$ cat src/rtl/alu_issue_pkg.sv
// Shared definitions for the ALU issue block: widths, opcodes, queue entry
// layout and FSM state encoding.
package alu_issue_pkg;

    localparam int unsigned DATA_W  = 8;
    localparam int unsigned OP_W    = 2;
    localparam int unsigned ENTRY_W = OP_W + 2 * DATA_W;

    // ALU opcodes; the issue logic forwards them untouched
    localparam logic [OP_W-1:0] OP_ADD  = 2'd0;
    localparam logic [OP_W-1:0] OP_SHL  = 2'd1;
    localparam logic [OP_W-1:0] OP_SHR  = 2'd2;
    localparam logic [OP_W-1:0] OP_NAND = 2'd3;

    // Issue FSM states
    localparam logic [1:0] ST_IDLE    = 2'd0;
    localparam logic [1:0] ST_EXEC    = 2'd1;
    localparam logic [1:0] ST_CAPTURE = 2'd2;
    localparam logic [1:0] ST_HOLD    = 2'd3;

    // One queued operation, packed as {fs, a, b}
    typedef struct packed {
        logic [OP_W-1:0]   fs;
        logic [DATA_W-1:0] a;
        logic [DATA_W-1:0] b;
    } op_t;

endpackage

$ cat src/rtl/alu_op_fifo.sv
// Synchronous FIFO holding pending ALU operations. Full/empty/level come
// straight from the registered occupancy count.
module alu_op_fifo
    import alu_issue_pkg::*;
#(
    parameter int unsigned DEPTH = 4
) (
    input  logic                           clk,
    input  logic                           rst,
    input  logic                           push,
    input  logic [ENTRY_W-1:0]             wdata,
    input  logic                           pop,
    output logic [ENTRY_W-1:0]             rdata,
    output logic                           full,
    output logic                           empty,
    output logic [$clog2(DEPTH+1)-1:0]     level
);

    localparam int unsigned PTR_W = $clog2(DEPTH);
    localparam int unsigned LVL_W = $clog2(DEPTH + 1);

    logic [ENTRY_W-1:0] mem_q [DEPTH];
    logic [PTR_W-1:0]   wptr_q, wptr_d;
    logic [PTR_W-1:0]   rptr_q, rptr_d;
    logic [LVL_W-1:0]   count_q, count_d;
    logic               push_en, pop_en;

    assign full    = (count_q == LVL_W'(DEPTH));
    assign empty   = (count_q == '0);
    assign level   = count_q;
    assign rdata   = mem_q[rptr_q];
    // A refused push stays refused even if a pop frees a slot this edge
    assign push_en = push && !full;
    assign pop_en  = pop && !empty;

    // Pointer and occupancy next-state; pointers wrap naturally (DEPTH is 2^n)
    always_comb begin
        wptr_d  = wptr_q;
        rptr_d  = rptr_q;
        count_d = count_q;
        if (push_en) begin
            wptr_d = wptr_q + PTR_W'(1);
        end
        if (pop_en) begin
            rptr_d = rptr_q + PTR_W'(1);
        end
        if (push_en && !pop_en) begin
            count_d = count_q + LVL_W'(1);
        end else if (!push_en && pop_en) begin
            count_d = count_q - LVL_W'(1);
        end
    end

    // Pointer/count registers with synchronous reset
    always_ff @(posedge clk) begin
        if (rst) begin
            wptr_q  <= '0;
            rptr_q  <= '0;
            count_q <= '0;
        end else begin
            wptr_q  <= wptr_d;
            rptr_q  <= rptr_d;
            count_q <= count_d;
        end
    end

    // Storage array; contents are don't-care until written
    always_ff @(posedge clk) begin
        if (push_en) begin
            mem_q[wptr_q] <= wdata;
        end
    end

endmodule

$ cat src/rtl/alu_issue.sv
// Issues queued operations one at a time to an external registered ALU and
// holds each result until the consumer takes it.
module alu_issue
    import alu_issue_pkg::*;
#(
    parameter int unsigned DEPTH = 4
) (
    input  logic                           clk,
    input  logic                           rst,
    input  logic                           in_valid,
    output logic                           in_ready,
    input  logic [OP_W-1:0]                in_fs,
    input  logic [DATA_W-1:0]              in_a,
    input  logic [DATA_W-1:0]              in_b,
    output logic [OP_W-1:0]                alu_fs,
    output logic [DATA_W-1:0]              alu_a,
    output logic [DATA_W-1:0]              alu_b,
    input  logic [DATA_W-1:0]              alu_c,
    output logic                           out_valid,
    input  logic                           out_ready,
    output logic [DATA_W-1:0]              out_c,
    output logic [OP_W-1:0]                out_fs,
    output logic [$clog2(DEPTH+1)-1:0]     level
);

    logic [1:0]         state_q, state_d;
    logic [OP_W-1:0]    alu_fs_q, alu_fs_d;
    logic [DATA_W-1:0]  alu_a_q, alu_a_d;
    logic [DATA_W-1:0]  alu_b_q, alu_b_d;
    logic               out_valid_q, out_valid_d;
    logic [DATA_W-1:0]  out_c_q, out_c_d;
    logic [OP_W-1:0]    out_fs_q, out_fs_d;

    logic               fifo_full, fifo_empty, fifo_pop;
    logic [ENTRY_W-1:0] fifo_rdata;
    op_t                head;

    assign in_ready = !fifo_full;
    assign head     = op_t'(fifo_rdata);

    alu_op_fifo #(
        .DEPTH (DEPTH)
    ) u_fifo (
        .clk   (clk),
        .rst   (rst),
        .push  (in_valid && in_ready),
        .wdata ({in_fs, in_a, in_b}),
        .pop   (fifo_pop),
        .rdata (fifo_rdata),
        .full  (fifo_full),
        .empty (fifo_empty),
        .level (level)
    );

    // Issue FSM: pop -> present operands -> capture ALU result -> hold for consumer
    always_comb begin
        state_d     = state_q;
        alu_fs_d    = alu_fs_q;
        alu_a_d     = alu_a_q;
        alu_b_d     = alu_b_q;
        out_valid_d = out_valid_q;
        out_c_d     = out_c_q;
        out_fs_d    = out_fs_q;
        fifo_pop    = 1'b0;
        unique case (state_q)
            ST_IDLE: begin
                if (!fifo_empty) begin
                    fifo_pop = 1'b1;
                    alu_fs_d = head.fs;
                    alu_a_d  = head.a;
                    alu_b_d  = head.b;
                    state_d  = ST_EXEC;
                end
            end
            ST_EXEC: begin
                // ALU registers operands on this edge; result visible next cycle
                state_d = ST_CAPTURE;
            end
            ST_CAPTURE: begin
                out_c_d     = alu_c;
                out_fs_d    = alu_fs_q;
                out_valid_d = 1'b1;
                state_d     = ST_HOLD;
            end
            ST_HOLD: begin
                if (out_ready) begin
                    out_valid_d = 1'b0;
                    if (!fifo_empty) begin
                        fifo_pop = 1'b1;
                        alu_fs_d = head.fs;
                        alu_a_d  = head.a;
                        alu_b_d  = head.b;
                        state_d  = ST_EXEC;
                    end else begin
                        state_d = ST_IDLE;
                    end
                end
            end
            default: state_d = ST_IDLE;
        endcase
    end

    // State and output registers; reset wins over every handshake
    always_ff @(posedge clk) begin
        if (rst) begin
            state_q     <= ST_IDLE;
            alu_fs_q    <= '0;
            alu_a_q     <= '0;
            alu_b_q     <= '0;
            out_valid_q <= 1'b0;
            out_c_q     <= '0;
            out_fs_q    <= '0;
        end else begin
            state_q     <= state_d;
            alu_fs_q    <= alu_fs_d;
            alu_a_q     <= alu_a_d;
            alu_b_q     <= alu_b_d;
            out_valid_q <= out_valid_d;
            out_c_q     <= out_c_d;
            out_fs_q    <= out_fs_d;
        end
    end

    assign alu_fs    = alu_fs_q;
    assign alu_a     = alu_a_q;
    assign alu_b     = alu_b_q;
    assign out_valid = out_valid_q;
    assign out_c     = out_c_q;
    assign out_fs    = out_fs_q;

endmodule
$ cat config.mk
export PLATFORM = sky130hd
export DESIGN_NAME = alu_issue
export DESIGN_NICKNAME = d
export VERILOG_FILES = /design/src/rtl/alu_issue_pkg.sv /design/src/rtl/alu_op_fifo.sv /design/src/rtl/alu_issue.sv
export SDC_FILE = /design/constraint.sdc
export NUM_CORES = 1
export LEC_CHECK = 0
export CORE_UTILIZATION = 50
export DETAILED_ROUTE_END_ITERATION = 10
export GPL_TIMING_DRIVEN = 0
export PLACE_DENSITY = 0.74
export SYNTH_ARGS = -nofsm -noshare
export SYNTH_HDL_FRONTEND = slang
export SYNTH_HIERARCHICAL = 1
export SYNTH_SLANG_ARGS = --single-unit
$ cat constraint.sdc
create_clock -name clk -period 3.3 [get_ports clk]
set_input_delay 0.66 -clock clk [delete_from_list [all_inputs] [get_ports clk]]
set_output_delay 0.66 -clock clk [all_outputs]
set_load 0.05 [all_outputs]
==> results of run 1 <==
-- final timing paths --
path	startpoint	end	slack [ns]
worst max register to register	u_fifo/level[1]$_SDFFE_PP0P_	u_fifo/level[2]$_SDFFE_PP0P_	0.34
worst max-delay path	u_fifo/level[1]$_SDFFE_PP0P_	u_fifo/level[2]$_SDFFE_PP0P_	0.34
worst min-delay path	alu_a[3]$_SDFFE_PP0P_	alu_a[3]$_SDFFE_PP0P_	0.47
worst min register to register	alu_a[3]$_SDFFE_PP0P_	alu_a[3]$_SDFFE_PP0P_	0.47
-- cells in the final DEF, fill, tap and decap left out, drive strengths merged --
master / instances
a211oi: 2
a21o: 1
a21oi: 23
a221oi: 1
and2: 4
buf: 12
clkbuf: 15
clkdlybuf4s50: 62
clkinv: 3
clkinvlp: 1
dfxtp: 40
edfxtp: 72
fa: 1
ha: 10
inv: 9
mux2: 1
mux2i: 12
mux4: 18
nand2: 1
nand2b: 3
nand3: 19
nor2: 19
nor2b: 2
nor3: 1
nor3b: 1
o211ai: 1
o21ai: 20
o311ai: 1
o31ai: 1
or2: 1
or3: 2
xor2: 4
-- cells in the mapped netlist, types with 4 or more instances --
master                     count
sky130_fd_sc_hd__mux2i_1      12
sky130_fd_sc_hd__dfxtp_1      40
sky130_fd_sc_hd__mux4_2       18
sky130_fd_sc_hd__ha_1         10
sky130_fd_sc_hd__buf_2         5
sky130_fd_sc_hd__nor2_1       17
sky130_fd_sc_hd__a21oi_1      23
sky130_fd_sc_hd__o21ai_0      10
sky130_fd_sc_hd__buf_6         4
sky130_fd_sc_hd__edfxtp_1     72
sky130_fd_sc_hd__xor2_1        4
sky130_fd_sc_hd__and2_1        4
sky130_fd_sc_hd__o21ai_2       9
sky130_fd_sc_hd__inv_1         8
sky130_fd_sc_hd__clkbuf_1      4
sky130_fd_sc_hd__nand3_1      19
-- per-layer routing --
layer  up-vias  share of wire [%]  global-route usage (%)
li1       1218                  -                       -
met5         -                  0                       0
met1      1204                 42                    22.6
met4         0                1.4                    8.58
met2        69                 51                    31.0
met3         8                6.1                    4.58
-- flip-flops by register name, summed over array words and instances (netlist names), named ones only --
register	cells
state_q	2
out_fs	2
alu_b	8
out_c	8
u_fifo/level	3
u_fifo/mem_q	72
u_fifo/wptr_q	2
alu_a	8
out_valid	1
alu_fs	2
u_fifo/rptr_q	2
-- cells by family (layout without fill, tap and decap cells) --
group	after synthesis	after routing	share of synthesized area (%)
flip-flops	112	112	67.2
AND/OR/NAND/NOR	53	53	6.08
AO/OA/AOI/OAI	50	50	7.01
multiplexers	31	31	12.2
buffers and inverters	24	102	3.41
adder cells (fa/ha/maj)	11	11	3.29
XOR/XNOR	4	4	0.795
-- area by class of cell --
class,instances,area share (%)
multi-input combinational,149,24.3
sequential,112,55.6
inverter,8,0.563
clock inverter,5,0.798
tap,105,2.46
buffer,16,2.25
clock buffer,11,2.46
timing repair buffer,62,11.6
-- where the power goes --
part / internal [mW] / switching, mW
Combinational: 0.760 / 1.12
Clock: 0.282 / 0.445
Sequential: 1.79 / 0.150
Total: 2.83 / 1.72
-- worst register-to-register path: stages, from the launching register on --
cell,delay [ns]
sky130_fd_sc_hd__dfxtp_1,0.41
sky130_fd_sc_hd__nor3_1,0.54
sky130_fd_sc_hd__or2_1,0.20
sky130_fd_sc_hd__buf_6,0.14
sky130_fd_sc_hd__buf_6,0.17
sky130_fd_sc_hd__nor2_1,0.09
sky130_fd_sc_hd__o31ai_2,0.08
sky130_fd_sc_hd__ha_1,0.24
sky130_fd_sc_hd__inv_1,0.06
sky130_fd_sc_hd__fa_1,0.38
sky130_fd_sc_hd__xor2_1,0.15
sky130_fd_sc_hd__or3_1,0.30
sky130_fd_sc_hd__a21oi_1,0.14
==> summary.txt, run 1 <==
Final-layout setup total negative slack - 0 ns
Fin crit period - 2.96 ns
Yosys top cell by area - sky130_fd_sc_hd__edfxtp_1
Status - finished, final reports clean
Crit. End Element - register
Core Footprint - 8380 um2
Final design utilization - 63.6%
Count of cells along the worst hold path - 2
Final instance area - 5330 um2
Number of antenna diodes - 0
Number of warnings issued by yosys - 6
Number of buffers and inverters on the critical path - 3
Leakage dissipation - 1.78 nW
Fraction of the yosys area taken by sequential cells - 67.2%
Clock tree from TritonCTS - yes
Violation count after the first detailed-route iteration - 110
Clk sinks - 112
Cell count after synthesis - 285
Clk_skew - 0.0121 ns
Share of the synthesized area in the top cell type - 49.1%
Number of placement rows - 33
Nets in the synthesized netlist - 326
Global-route wire length before repair - 12100 um
FMAX - 338 MHz
Peak supply drop - 516 uV
Largest stage delay on the critical path - 0.54 ns
Average vias per placed instance - 5.34
Final WS setup - 0.340 ns
Global router's overall resource usage - 18.5%
Number of flops mapped to enable cells by yosys - 72
Worst-skew pair later-pin latency - 0.37 ns
Worst hold margin - 0.467 ns
Hold/Removal Path Class - reg -> reg
Number of hold violations in the final report - 0
Grt total ovfl - 0
Share of post-route cells with drive strength above 1 - 16.0%
Root buffer cell - sky130_fd_sc_hd__clkbuf_8
Unrepaired setup endpoints after global routing - false
FILL cells - 633
Final setup violating endpoints - 0
Gp weighted congestion - 0.702
Aggregate routed wire length - 7670 um
Reg2Reg Depth - 12
Count of cells resized by post-cts repair - 0
Total clock buffers created by CTS - 9
Cell class contributing the biggest share of worst-path delay - simple AND/OR/NAND/NOR gates
Kind of start point of the critical path - register
Slew headroom - 34.7%
Register cell area after layout - 2960 um2
Arr. time, crit path - 3.26 ns
Die Height - 95.9 um
Worst Path Required - 3.60 ns
Worst-path clk slew - 0.10 ns
Worst setup path category - reg -> reg
DP Area - 5160 um2
Post-synthesis register bit count - 112
Via count of the first global-routing pass - 2461
Die ar. - 9190 um2
Period Utilization, post-route - 89.7%
Maximum clock path buffer count - 2
Number of cells after detailed placement - 452
Synth async-reset ratio - 0%
Top-Level Pins - 63
Power per standard cell area - 853 nW/um2
Sequence of cells on the critical path - nor3_1, or2_1, buf_6, buf_6, nor2_1, o31ai_2, ha_1, inv_1, fa_1, xor2_1, or3_1, a21oi_1
Average routed wire per standard cell - 16.4 um
Pin count of the biggest net entering global routing - 19
Critical path's most frequent cell - sky130_fd_sc_hd__buf_6
Initial antenna violation count - 0
Mean cell area of the mapped netlist - 15.5 um2
Synth top area cells - sky130_fd_sc_hd__edfxtp_1 (49%), sky130_fd_sc_hd__dfxtp_1 (18%), sky130_fd_sc_hd__mux4_2 (9.2%)
Count of hold-fix buffers inserted at cts - 0
Combined area of all synthesized cells - 4410 um2
Final Non-Filler Cells - 468
Synth-to-Final Area Change - 21.0%
Count of buffers from port buffering - 62
Library cell contributing the largest single delay on the critical path - sky130_fd_sc_hd__nor3_1
Setup fix buffers added after clock tree synthesis - 0
Biggest fanout along the worst timing path - 10
MaxCap Viol Count - 0
Post-placement setup slack - 0.391 ns
Fin nets - 399
Number of detailed-routing iterations run before antenna repair - 4
Worst slew pin tran - 0.979 ns
Tot Pwr - 4.55 mW
Post-synthesis cell type count - 35
Final antenna-violating net count - 0
Via count - 2499
Crit path depth - 12
Initial cell density of the core - 52.6%
CTS H-tree depth - 3
HPWL reported at the end of detailed placement - 5110 um
Post-synth top flop - sky130_fd_sc_hd__edfxtp_1
Area used by multi-input combinational logic - 1290 um2
Fin. max-slew vios - 0
Horizontal die dimension - 95.9 um
Drc violations - 0
Power figures use the tool's default switching activity.
==> run 2: changes to the inputs <==
HOLD_SLACK_MARGIN = 0.12   (was not set)
==> results of run 2 <==
Final layout, timing and power as in run 1 (identical DEF).
==> run 3: changes to the inputs <==
DONT_BUFFER_PORTS = 1   (was not set)
PLACE_DENSITY = not set   (was 0.74)
SYNTH_HIERARCHICAL = not set   (was 1)
==> run 3 against run 2 <==
Effect of this change:
- power down 7.1%
- highest routed layer unchanged
- synthesized cell count is 1.8% higher
- clock power grew 12%
- routed wire length increased by 1.8%
- first-iteration DRC count down 19%
- utilization down 8.4 points
- sequential power increased by 18%
- non-clock buffer count fell by 58
- maximum frequency rose by 2.6%
- critical path depth decreased by 3
- hold slack lost 0.083 ns
- register-to-register slack gained 0.07 ns
==> summary.txt, run 3 <==
Status - finished, final reports clean
Count of cells resized by post-cts repair - 0
Worst Path Required - 3.60 ns
Via count of the first global-routing pass - 2279
Aggregate routed wire length - 7810 um
Slew headroom - 36.9%
Terminus of the critical flop-to-flop path - u_fifo.level[2]$_SDFFE_PP0P_
Top-Level Pins - 63
Crit. End Element - register
Peak supply drop - 290 uV
Critical path origin - u_fifo.level[0]$_SDFFE_PP0P_
Yosys top cell by area - sky130_fd_sc_hd__edfxtp_1
Leading cell type in the layout, fill and taps excluded - sky130_fd_sc_hd__edfxtp_1
Final WS setup - 0.415 ns
Post-synthesis register bit count - 112
Fin nets - 341
Share of post-route cells with drive strength above 1 - 14.1%
Origin of the critical flop-to-flop path - u_fifo.level[0]$_SDFFE_PP0P_
Number of cells after detailed placement - 398
Average routed wire per standard cell - 18.9 um
Pin count of the biggest net entering global routing - 19
Minimum setup slack among reg-to-reg paths - 0.41 ns
Period Utilization, post-route - 87.4%
Fin crit period - 2.89 ns
Max FFs per register - 72
Global-route wire length before repair - 11900 um
Fin. max-slew vios - 0
Grt total ovfl - 0
Maximum clock path buffer count - 2
Power per standard cell area - 882 nW/um2
Worst-path clk slew - 0.11 ns
Die ar. - 9310 um2
Number of warnings issued by yosys - 0
Worst slew pin tran - 0.947 ns
Violation count after the first detailed-route iteration - 89
Biggest fanout along the worst timing path - 10
Die Height - 96.5 um
Tot Pwr - 4.23 mW
Synth Area in Adders - 2.97%
Unrepaired setup endpoints after global routing - false
Synth-to-Final Area Change - 7.37%
Clock tree from TritonCTS - yes
Post-synthesis cell type count - 39
Share of cell area taken by muxes after synthesis - 12.5%
Worst-skew pair later-pin latency - 0.36 ns
Via count - 2390
Root buffer cell - sky130_fd_sc_hd__clkbuf_8
MaxCap Viol Count - 0
Fraction of the yosys area taken by sequential cells - 66.3%
Drc violations - 0
Cell count after synthesis - 290
Share of the synthesized netlist area taken by xor and xnor gates - 0.392%
Synth async-reset ratio - 0%
Number of hold violations in the final report - 0
Final antenna-violating net count - 0
Number of antenna diodes - 0
Critical path destination - u_fifo.level[2]$_SDFFE_PP0P_
Hold/Removal Path Class - in -> reg
Core Footprint - 8680 um2
Post-placement setup slack - 0.445 ns
Initial antenna violation count - 0
Kind of start point of the critical path - register
Average vias per placed instance - 5.77
Number of flops mapped to enable cells by yosys - 72
Register name with the most flops - u_fifo.mem_q
Number of placement rows - 34
Synth top area cells - sky130_fd_sc_hd__edfxtp_1 (48%), sky130_fd_sc_hd__dfxtp_1 (18%), sky130_fd_sc_hd__mux4_2 (5.0%)
Post-synthesis simple-gate area fraction - 7.12%
Final-layout setup total negative slack - 0 ns
Worst setup path category - reg -> reg
Top cells by count, synth - sky130_fd_sc_hd__edfxtp_1 (72), sky130_fd_sc_hd__dfxtp_1 (40), sky130_fd_sc_hd__a21oi_1 (25), sky130_fd_sc_hd__o31ai_1 (19), sky130_fd_sc_hd__nand4_1 (18)
Reg2Reg Depth - 9
Highest-count cells in the layout ignoring fill and taps - sky130_fd_sc_hd__edfxtp_1 (72), sky130_fd_sc_hd__dfxtp_1 (40), sky130_fd_sc_hd__a21oi_1 (25), sky130_fd_sc_hd__o31ai_1 (19), sky130_fd_sc_hd__nand4_1 (18)
Initial cell density of the core - 51.5%
Final setup violating endpoints - 0
Final Non-Filler Cells - 414
Post-synth top flop - sky130_fd_sc_hd__edfxtp_1
Horizontal die dimension - 96.5 um
Combinational family with the most area after synthesis - multiplexers
Combined area of all synthesized cells - 4470 um2
Clk_skew - 0.0108 ns
Leakage dissipation - 1.63 nW
FMAX - 347 MHz
Total clock buffers created by CTS - 9
Arr. time, crit path - 3.19 ns
CTS H-tree depth - 3
Global router's overall resource usage - 18.0%
Count of hold-fix buffers inserted at cts - 0
Setup fix buffers added after clock tree synthesis - 0
Gp weighted congestion - 0.730
Clk sinks - 112
Nets in the synthesized netlist - 330
Number of detailed-routing iterations run before antenna repair - 4
HPWL reported at the end of detailed placement - 5070 um
Synthesized-area fraction occupied by ao, oa, aoi and oai cells - 7.17%
Share of the synthesized area in the top cell type - 48.4%
Count of buffers from port buffering - 0
Cell with the most instances after synthesis - sky130_fd_sc_hd__edfxtp_1
Mean cell area of the mapped netlist - 15.4 um2
## run 3: changes by cell type after synthesis, sizes merged, moves of 3 or more
cell | before | now
o21ai | 20 | 3
and2 | 4 | 0
nand2b | 3 | 0
nor2 | 19 | 15
a21oi | 23 | 26
nand4 | 0 | 18
o31ai | 1 | 19
clkbuf | 4 | 7
and3 | 0 | 4
nand3 | 19 | 4
## run 3: logic make-up (layout without fill, tap and decap cells)
kind of cell / count (synthesis) / in the layout
AOI/OAI and AO/OA: 52 / 52
xor gates and xnor gates: 2 / 2
adders and majority gates: 10 / 10
buffers and inverters: 28 / 44
DFF: 112 / 112
muxes: 30 / 30
and+or+nand+nor: 56 / 56
## run 3: area by class of cell
cell class	count	area, um2
Fill cell	756	3880
Sequential cell	112	2960
Multi-Input combinational cell	150	1350
Tap cell	108	135
Buffer	20	128
Clock buffer	9	124
Clock inverter	7	70.1
Inverter	8	30.0
## run 3: metrics by stage
stage | hold slack, ns | util (%) | area [um2]
floorplan | 0.470 | - | 4470
global placement | 0.483 | 53.0 | 4600
detailed placement | 0.504 | 53.0 | 4600
CTS | 0.365 | 55.2 | 4790
global route | 0.357 | 55.2 | 4790
finish | 0.385 | 55.2 | 4790
## run 3: per-layer routing
layer / wire length, um / global-route usage (%) / vias to the layer above / share of wire, %
li1: - / - / 1157 / -
met1: 3580 / 24.5 / 1160 / 46
met2: 3620 / 27.2 / 64 / 46
met3: 499 / 4.62 / 9 / 6.4
met4: 108 / 8.09 / 0 / 1.4
met5: 0 / 0 / - / 0
## run 3: worst max-delay path, stage by stage (launching register included)
cell and delay (ns):
sky130_fd_sc_hd__dfxtp_1 0.57, sky130_fd_sc_hd__nor3_2 0.45, sky130_fd_sc_hd__buf_2 0.30, sky130_fd_sc_hd__or3_1 0.16, sky130_fd_sc_hd__ha_1 0.18, sky130_fd_sc_hd__inv_1 0.06, sky130_fd_sc_hd__fa_1 0.37, sky130_fd_sc_hd__xor2_1 0.18
sky130_fd_sc_hd__or3_2 0.40, sky130_fd_sc_hd__a21oi_1 0.15
## run 3: how the worst min path moves through the flow
| stage | to | cells past startpoint | start | slack, ns |
|---|---|---|---|---|
| 5_1_grt | u_fifo.mem_q[0][0]$_DFFE_PP_ | 0 | in_b[0] | 0.36 |
| 4_1_cts | u_fifo.mem_q[2][0]$_DFFE_PP_ | 0 | in_b[0] | 0.37 |
| 3_5_place_dp | u_fifo.rptr_q[0]$_SDFFE_PP0P_ | 2 | u_fifo.rptr_q[0]$_SDFFE_PP0P_ | 0.50 |
| 2_1_floorplan | register | 2 | u_fifo.rptr_q[0]$_SDFFE_PP0P_ | 0.47 |
| 3_3_place_gp | u_fifo.rptr_q[0]$_SDFFE_PP0P_ | 2 | u_fifo.rptr_q[0]$_SDFFE_PP0P_ | 0.48 |
| 6_report | u_fifo.mem_q[3][0]$_DFFE_PP_ | 0 | in_b[0] | 0.38 |
## run 3: power breakdown
part	switching (mW)	leakage [nW]	internal (mW)
combinational	0.649	0.548	0.489
clock	0.461	0.0976	0.353
sequential	0.561	0.987	1.72
total	1.67	1.63	2.56
